===== config.mk =====
export PLATFORM = sky130hd
export DESIGN_NAME = scu_param
export DESIGN_NICKNAME = d
export VERILOG_FILES = /design/src/rtl/scu_param.sv
export SDC_FILE = /design/constraint.sdc
export NUM_CORES = 1
export LEC_CHECK = 0
export BUFFER_PORTS_ARGS = -buffer_cell sky130_fd_sc_hd__buf_2
export CAP_MARGIN = 20
export CORE_AREA = 5 5 152 154
export CTS_CLUSTER_DIAMETER = 30
export DETAILED_ROUTE_END_ITERATION = 16
export DIE_AREA = 0 0 157 159
export PLACE_DENSITY = 0.56
export SYNTH_ARGS = -nofsm -noshare
export SYNTH_HDL_FRONTEND = slang
export SYNTH_SLANG_ARGS = --single-unit

===== constraint.sdc =====
create_clock -name clk -period 7.4 [get_ports clk]
set_input_delay 1.48 -clock clk [delete_from_list [all_inputs] [get_ports clk]]
set_output_delay 1.48 -clock clk [all_outputs]
set_load 0.02 [all_outputs]

===== src/rtl/scu_param.sv =====
// scu_param -- parametrised single-bus control-unit processor.
//
// A multi-cycle control FSM (T0..T3) moves data between WIDTH-bit general
// registers R0..R(NREGS-1), the ALU operand register A, the ALU result
// register G and the external input Din. Everything moves over one shared
// bus, which is driven through a one-hot source select.
//
// Instruction word (Din[IW-1:0], IW = 4+2*RW): {op[3:0], rx[RW-1:0], ry[RW-1:0]}
//   0 mv    Rx <- Ry                       (1 step)
//   1 mvi   Rx <- Din (immediate in T1)    (1 step)
//   2 add / 3 sub / 4 and / 5 or / 6 xor   (3 steps: A<-Rx, G<-A op Ry, Rx<-G)
//   7 mvnz  Rx <- Ry only when G != 0      (1 step)
//   others  NOP, Done in T1
//
// Optional feature macro: SCU_LOGIC_OPS_EN
//   defined   : opcodes 4/5/6 run as and/or/xor.
//   undefined : opcodes 4/5/6 decode as illegal NOPs, and the ALU has no
//               logic-op hardware.
//
// Ports:
//   clk   in  1      rising-edge clock
//   Reset in  1      synchronous, active-high; overrides everything else
//   Run   in  1      start request, sampled only in T0
//   Din   in  WIDTH  instruction word in T0, immediate in mvi T1
//   Done  out 1      high in the final cycle of each instruction
//   bus   out WIDTH  shared datapath bus (combinational)
module scu_param #(
  parameter int WIDTH = 16,
  parameter int NREGS = 8,
  parameter int RW    = $clog2(NREGS)
) (
  input  logic             clk,
  input  logic             Reset,
  input  logic             Run,
  input  logic [WIDTH-1:0] Din,
  output logic             Done,
  output logic [WIDTH-1:0] bus
);

  localparam int IW = 4 + 2 * RW;

  localparam logic [1:0] ST_T0 = 2'd0;
  localparam logic [1:0] ST_T1 = 2'd1;
  localparam logic [1:0] ST_T2 = 2'd2;
  localparam logic [1:0] ST_T3 = 2'd3;

  logic [1:0]       r_state;
  logic [IW-1:0]    r_ir;
  logic [WIDTH-1:0] r_a;
  logic [WIDTH-1:0] r_g;
  logic [WIDTH-1:0] r_regs [NREGS];

  logic [3:0]       w_op;
  logic [RW-1:0]    w_rx;
  logic [RW-1:0]    w_ry;
  logic             w_is_alu;

  // One-hot bus select, split into its register, G and Din parts.
  logic [NREGS-1:0] w_sel_r;
  logic             w_sel_g;
  logic             w_sel_din;

  logic             w_rin;
  logic             w_ain;
  logic             w_gin;
  logic             w_irin;
  logic             w_done;
  logic [1:0]       w_next;
  logic [WIDTH-1:0] w_bus;
  logic [WIDTH-1:0] w_alu;
  logic             w_unused_din;

  assign w_op = r_ir[IW-1 -: 4];
  assign w_rx = r_ir[2*RW-1 -: RW];
  assign w_ry = r_ir[RW-1:0];

  // Din bits above the instruction field only matter as immediate data.
  assign w_unused_din = ^Din;

`ifdef SCU_LOGIC_OPS_EN
  assign w_is_alu = (w_op >= 4'd2) && (w_op <= 4'd6);
`else
  assign w_is_alu = (w_op == 4'd2) || (w_op == 4'd3);
`endif

  // Control decode: select lines, write enables, Done and next state.
  always_comb begin
    w_sel_r   = '0;
    w_sel_g   = 1'b0;
    w_sel_din = 1'b0;
    w_rin     = 1'b0;
    w_ain     = 1'b0;
    w_gin     = 1'b0;
    w_irin    = 1'b0;
    w_done    = 1'b0;
    w_next    = r_state;
    case (r_state)
      ST_T0: begin
        if (Run) begin
          w_irin = 1'b1;
          w_next = ST_T1;
        end
      end
      ST_T1: begin
        if (w_is_alu) begin
          w_sel_r[w_rx] = 1'b1;
          w_ain         = 1'b1;
          w_next        = ST_T2;
        end else begin
          w_done = 1'b1;
          w_next = ST_T0;
          case (w_op)
            4'd0: begin
              w_sel_r[w_ry] = 1'b1;
              w_rin         = 1'b1;
            end
            4'd1: begin
              w_sel_din = 1'b1;
              w_rin     = 1'b1;
            end
            4'd7: begin
              w_sel_r[w_ry] = 1'b1;
              w_rin         = (r_g != '0);
            end
            default: ;
          endcase
        end
      end
      ST_T2: begin
        w_sel_r[w_ry] = 1'b1;
        w_gin         = 1'b1;
        w_next        = ST_T3;
      end
      default: begin
        w_sel_g = 1'b1;
        w_rin   = 1'b1;
        w_done  = 1'b1;
        w_next  = ST_T0;
      end
    endcase
  end

  // AND-OR bus mux; with no select active the bus reads zero.
  always_comb begin
    w_bus = '0;
    for (int unsigned i = 0; i < NREGS; i++) begin
      if (w_sel_r[RW'(i)]) w_bus = w_bus | r_regs[RW'(i)];
    end
    if (w_sel_g)   w_bus = w_bus | r_g;
    if (w_sel_din) w_bus = w_bus | Din;
  end

  // A holds Rx captured in T1, so rx==ry operations see the old Rx twice.
  always_comb begin
    w_alu = '0;
    case (w_op)
      4'd2: w_alu = r_a + w_bus;
      4'd3: w_alu = r_a - w_bus;
`ifdef SCU_LOGIC_OPS_EN
      4'd4: w_alu = r_a & w_bus;
      4'd5: w_alu = r_a | w_bus;
      4'd6: w_alu = r_a ^ w_bus;
`endif
      default: w_alu = '0;
    endcase
  end

  always_ff @(posedge clk) begin
    if (Reset) begin
      r_state <= ST_T0;
      r_ir    <= '0;
      r_a     <= '0;
      r_g     <= '0;
      for (int unsigned i = 0; i < NREGS; i++) begin
        r_regs[RW'(i)] <= '0;
      end
    end else begin
      r_state <= w_next;
      if (w_irin) r_ir <= Din[IW-1:0];
      if (w_ain)  r_a  <= w_bus;
      if (w_gin)  r_g  <= w_alu;
      if (w_rin)  r_regs[w_rx] <= w_bus;
    end
  end

  assign bus  = w_bus;
  assign Done = w_done;

endmodule


==> results.yml, run 1 <==
logic_synthesis:
  synth_seq_cells: 172
  syn-num-nets: 836
  synth-edff-count: 128
  yosysMostFrequentCell: "nor2_1"
  synth_top_area_share_pct: 45.6
  synth_flop_cell: "edfxtp_1"
  seq_area_frac_synth_pct: 56.0
  synthArstFlopShare_pct: 0
  synth_area_per_cell_sq_um: 10.6
  syn_inst: 796
  ys_warn_count: 0
  synth_area_sq_mm: 0.00843
  synth_area_leaders: "edfxtp_1 46%, dfxtp_1 10%, nor2_1 8.1%"
  synthDistinctLibCells: 68
  synth_commonest_cells: "182 x nor2_1, 128 x edfxtp_1, 44 x dfxtp_1, 42 x clkbuf_1, 40 x nand2_1"
  synth_area_leader_cell: "edfxtp_1"
clock_tree:
  cts-buffers-inserted: 17
  cts_sinks: 172
  cts_hold_buf: 0
  htreeDepth: 4
  clkLatencyLatePin_ns: 0.42
  cts_tree: "yes"
  clockBufferDepth: 2
  clk_pin_slew_ns: 0.07
  postCtsSetupBuffers: 0
  cts.root.buffer_cell: "clkbuf_16"
  cts.repair.resized: 0
finish:
  diodes: 0
  ff_latch_area_sq_mm: 0.00472
  area_growth_pct: 10.6
  drive_above_1_share_pct: 12.1
  multiInputGateArea_sq_mm: 0.00333
  nFillCells: 2031
  nets: 839
floorplanning:
  initial_core_util_pct: 39.1
  io_pins: 36
  die_w_um: 157
  rows: 54
  die_h_um: 159
  core_sq_mm: 0.0216
  die_area_sq_mm: 0.0250
timing:
  tns_ns: 0
  tightestPinTransition_ns: 1.22
  max_freq_ghz: 0.167
  layout_min_cycle_time_ns: 6.00
  fin_skew_ns: 0.00930
  grt_setup_unrepaired: "no"
  drv_slew: 0
  setup_viol: 0
  fin_crit_sh_pct: 81.1
  finalHoldViolations: 0
  slew_headroom_pct: 17.9
grt:
  grt_pass1_vias: 6204
  grtUsageTotal_pct: 19.9
  antenna_found_initial: 0
  grt_pass1_wl_mm: 37.8
  grt-ovfl-total: 0
  grt_max_degree: 57
placed_design:
  place.gp.congestion: 0.779
  hpwl_mm: 15.7
  io_buffers: 35
setup_path:
  path_class: "flop to flop"
  cp-end-kind: "flop"
  slowest_delay_ns: 0.93
  cp_data_required_time_ns: 7.72
  cpMostUsedCell: "o21ai_0"
  cp_data_arrival_time_ns: 6.32
  worst-path-buf-inv: 3
  cp_max_fo: 38
  cp-start-kind: "flop"
  crit_slowest_cell: "a21boi_2"
  crit_family: "compound AO/OA/AOI/OAI gates"
  path_cells: "inv_1 -> ha_1 -> and4bb_1 -> buf_4 -> a32oi_1 -> a21boi_2 -> a222oi_1 -> and4_4 -> ha_1 -> nor2_1 -> a21o_1 -> inv_1 -> fa_1 -> nor2b_1 -> o21ai_0 -> a21boi_0 -> o21ai_0 -> a21boi_0 -> o21ai_0 -> a21oi_1 -> o41ai_1 -> o21ai_0 -> nor4_1 -> a211o_1"
pwr:
  p_total_mw: 2.23
  power.leakage_nw: 3.20
  power_density_mw_per_mm2: 239
  peakVddDrop_uv: 150
routing:
  route.final.wire_length_mm: 24.6
  vias_per_cell: 5.75
  wl_per_cell_um: 22.5
  dr.pass1.iters: 6
  drc: 0
  vias: 6276
  drt_iter0_drc: 769
  antenna_left: 0
run_status:
  status: "complete, no violations"
worst_hold_path:
  hold_class: "flop to flop"
job:
  maxCapViolations: 0
==> power by group <==
group	total (mW)	switching, mW	leakage (nW)	internal (mW)
combinational	0.289	0.180	1.26	0.110
clock	0.854	0.388	0.257	0.466
sequential	1.09	0.0174	1.68	1.07
total	2.23	0.585	3.20	1.64
==> layout make-up <==
| class | count | area share (%) |
|---|---|---|
| flip-flops and latches | 172 | 50.7 |
| multi-input cells | 533 | 35.7 |
| clock buffers | 19 | 4.64 |
| well taps | 280 | 3.76 |
| repair buffers | 44 | 2.82 |
| inverters | 31 | 1.25 |
| clock inverters | 12 | 1.23 |
==> worst reg2reg max path, delay by kind of cell (launching register included) <==
family	cells	cell delay [ns]
AOI/OAI and AO/OA	13	3.25
adders and majority gates	3	0.97
and+or+nand+nor	5	0.83
buffers and inverters	3	0.51
DFF	1	0.35
==> registers in the layout (all words and copies together), names as in the netlist <==
name / cells
r_a: 16
r_g: 16
r_ir: 10
r_regs: 128
r_state: 2
==> worst paths after layout <==
check | from | endpoint | slack [ns] | cells after the start
max | r_state[1] | r_g[14] | 1.40 | 24
min | r_a[10] | r_a[10] | 0.51 | 2
max reg2reg | r_state[1] | r_g[14] | 1.40 | 24
min reg2reg | r_a[10] | r_a[10] | 0.51 | 2
==> through the flow <==
| step | area [sq um] | setup slack (ns) | instances | util [%] | hold slack, ns |
|---|---|---|---|---|---|
| CTS | 9300 | 1.48 | 1090 | 43.1 | 0.507 |
| detailed placement | 8750 | 1.49 | 1059 | 40.6 | 0.497 |
| global placement | 8750 | 1.66 | 1059 | 40.6 | 0.494 |
| finish | 9330 | 1.40 | 1091 | 43.3 | 0.508 |
| global route | 9330 | 0.773 | 1091 | 43.3 | 0.519 |
| floorplan | 8430 | 2.31 | 796 | - | 0.459 |
==> cell families (layout without fill, tap and decap cells) <==
kind of cell | Yosys count | in the layout | share of synthesized area (%)
XOR/XNOR | 23 | 23 | 2.39
AO/OA/AOI/OAI | 172 | 172 | 15.8
flip-flops | 172 | 172 | 56.0
AND/OR/NAND/NOR | 315 | 315 | 17.8
adder cells (fa/ha/maj) | 21 | 21 | 3.21
multiplexers | 2 | 2 | 0.237
buffers and inverters | 91 | 106 | 4.53
==> cells in the final DEF (no fill, tap or decap), types with 21 or more instances in the layout <==
master and instances:
edfxtp_1 128, buf_2 35, inv_1 30, nor2_1 182
a22oi_1 34, dfxtp_1 44, xnor2_1 21, a21oi_1 36
nand2_1 40, a222oi_1 31
==> routing by layer <==
layer,vias to the layer above,routed length (um),GRT usage [%]
met5,-,0,0
met4,0,554,6.07
met3,34,1580,3.07
met2,225,11700,31.6
met1,3078,10700,28.0
li1,2939,-,-
(Power assumes the default switching activity.)
==> run 2, diff against run 1 <==
==> constraint.sdc (replaced) <==
create_clock -name clk -period 5.7 [get_ports clk]
set_input_delay 1.14 -clock clk [delete_from_list [all_inputs] [get_ports clk]]
set_output_delay 1.14 -clock clk [all_outputs]
set_load 0.02 [all_outputs]
==> run 2 against run 1 <==
  * Critical path type unchanged
  * Largest cell class unchanged
  * Non-clock buffer count grew 20
  * Register-to-register slack lost 1.0 ns
  * Routed wire length grew 2.0%
  * Worst hold slack worse by 0.0040 ns
  * Final cell count grew 1.9%
==> results.yml, run 2 (same netlist as run 1, synthesis figures left out) <==
timing:
  tightestPinTransition_ns: 1.06
  layout_min_cycle_time_ns: 5.31
  grt_setup_unrepaired: "no"
  setup_viol: 0
  finalHoldViolations: 0
  fin_skew_ns: 0.0128
  tns_ns: 0
  slew_headroom_pct: 29.6
  drv_slew: 0
  max_freq_ghz: 0.188
  fin_crit_sh_pct: 93.2
floorplanning:
  die_w_um: 157
  die_area_sq_mm: 0.0250
  initial_core_util_pct: 39.1
  io_pins: 36
  die_h_um: 159
  rows: 54
  core_sq_mm: 0.0216
finish:
  final_common_cell: "nor2_1"
  area_growth_pct: 12.6
  drive_above_1_share_pct: 14.3
  diodes: 0
  top_regs: "r_regs (128), r_a (16), r_g (16)"
  top_register: "r_regs"
  nets: 859
  layout_common_cells: "182 x nor2_1, 128 x edfxtp_1, 44 x dfxtp_1"
  largest_register_ffs: 128
  fin_util_pct: 44.0
grt:
  globalRouteMet2Util_pct: 32.5
  met3_usage_pct: 3.04
  grt_max_degree: 48
  antenna_found_initial: 0
  grtUsageTotal_pct: 20.1
  grt_pass1_vias: 6170
  use_met1_pct: 27.4
  grt-ovfl-total: 0
  grt_busiest_layer: "met2"
  grt_pass1_wl_mm: 37.9
clock_tree:
  cts.root.buffer_cell: "clkbuf_16"
  clockBufferDepth: 2
  cts.repair.resized: 0
  cts_sinks: 172
  cts-buffers-inserted: 17
  cts_tree: "yes"
  cts_hold_buf: 0
  clk_pin_slew_ns: 0.08
  postCtsSetupBuffers: 0
  clkLatencyLatePin_ns: 0.43
  htreeDepth: 4
setup_path:
  path_class: "flop to flop"
  cp-end-kind: "flop"
  cp_data_arrival_time_ns: 5.70
  cp_data_required_time_ns: 6.09
  cp-start-kind: "flop"
  cp_max_fo: 16
pwr:
  power_density_mw_per_mm2: 311
  peakVddDrop_uv: 201
  p_total_mw: 2.95
  power.leakage_nw: 3.31
routing:
  antenna_left: 0
  vias: 6394
  route.final.wire_length_mm: 25.1
  dr.pass1.iters: 8
  wl_per_cell_um: 22.5
  drt_iter0_drc: 844
  drc: 0
  vias_per_cell: 5.75
placed_design:
  hpwl_mm: 16.5
  place.gp.congestion: 0.840
  io_buffers: 35
run_status:
  status: "complete, no violations"
worst_hold_path:
  hold_class: "flop to flop"
job:
  maxCapViolations: 0
==> run 2: path summary, 6_finish.rpt <==
path,start,endpoint,cells past startpoint,slack [ns]
setup reg to reg,r_ir[7],r_g[14],20,0.39
setup / recovery,r_ir[7],r_g[14],20,0.39
hold reg to reg,r_a[10],r_a[10],2,0.50
hold / removal,r_a[10],r_a[10],2,0.50
==> run 2: where the power goes <==
group	leakage (nW)	internal (mW)	switching, mW
sequential	1.68	1.39	0.0221
clock	0.284	0.622	0.546
combinational	1.34	0.145	0.234
total	3.31	2.15	0.802
==> run 2: per-stage QoR <==
stage / setup slack [ns] / instance area [sq um] / instances / hold slack [ns]
finish: 0.387 / 9490 / 1112 / 0.504
detailed placement: 0.433 / 8910 / 1080 / 0.498
global route: 0.0302 / 9490 / 1112 / 0.530
CTS: 0.411 / 9490 / 1112 / 0.509
floorplan: 0.609 / 8430 / 796 / 0.459
global placement: 0.560 / 8910 / 1080 / 0.494
==> run 2: metal layers <==
layer  up-vias  part of all wire, %
met5         -                    0
met4         0                  2.5
met3        42                  6.1
met2       240                   48
met1      3130                   43
li1       2982                    -
==> run 2: critical path, stage by stage, from the launching register on <==
cell and delay, ns:
dfxtp_1 0.42, or3_4 0.43, a2111oi_1 0.42, o21a_2 0.51, a22oi_1 0.17, and4_4 0.28
ha_1 0.22, nor2_1 0.12, xor2_1 0.16, ha_1 0.28, nor2b_1 0.14, o21ai_0 0.20
a21boi_0 0.15, o21ai_0 0.23, a21boi_0 0.15, o21ai_0 0.26, a21oi_1 0.14, o41ai_1 0.40
o21ai_0 0.20, nor4_1 0.26, a211o_1 0.13
==> run 2: layout make-up <==
type	count	area [sq um]
multi-input combinational	533	3330
clock buffer	18	429
timing repair buffer	64	393
clock inverter	14	153
sequential	172	4720
inverter	31	116
fill	2041	12100
tap	280	350
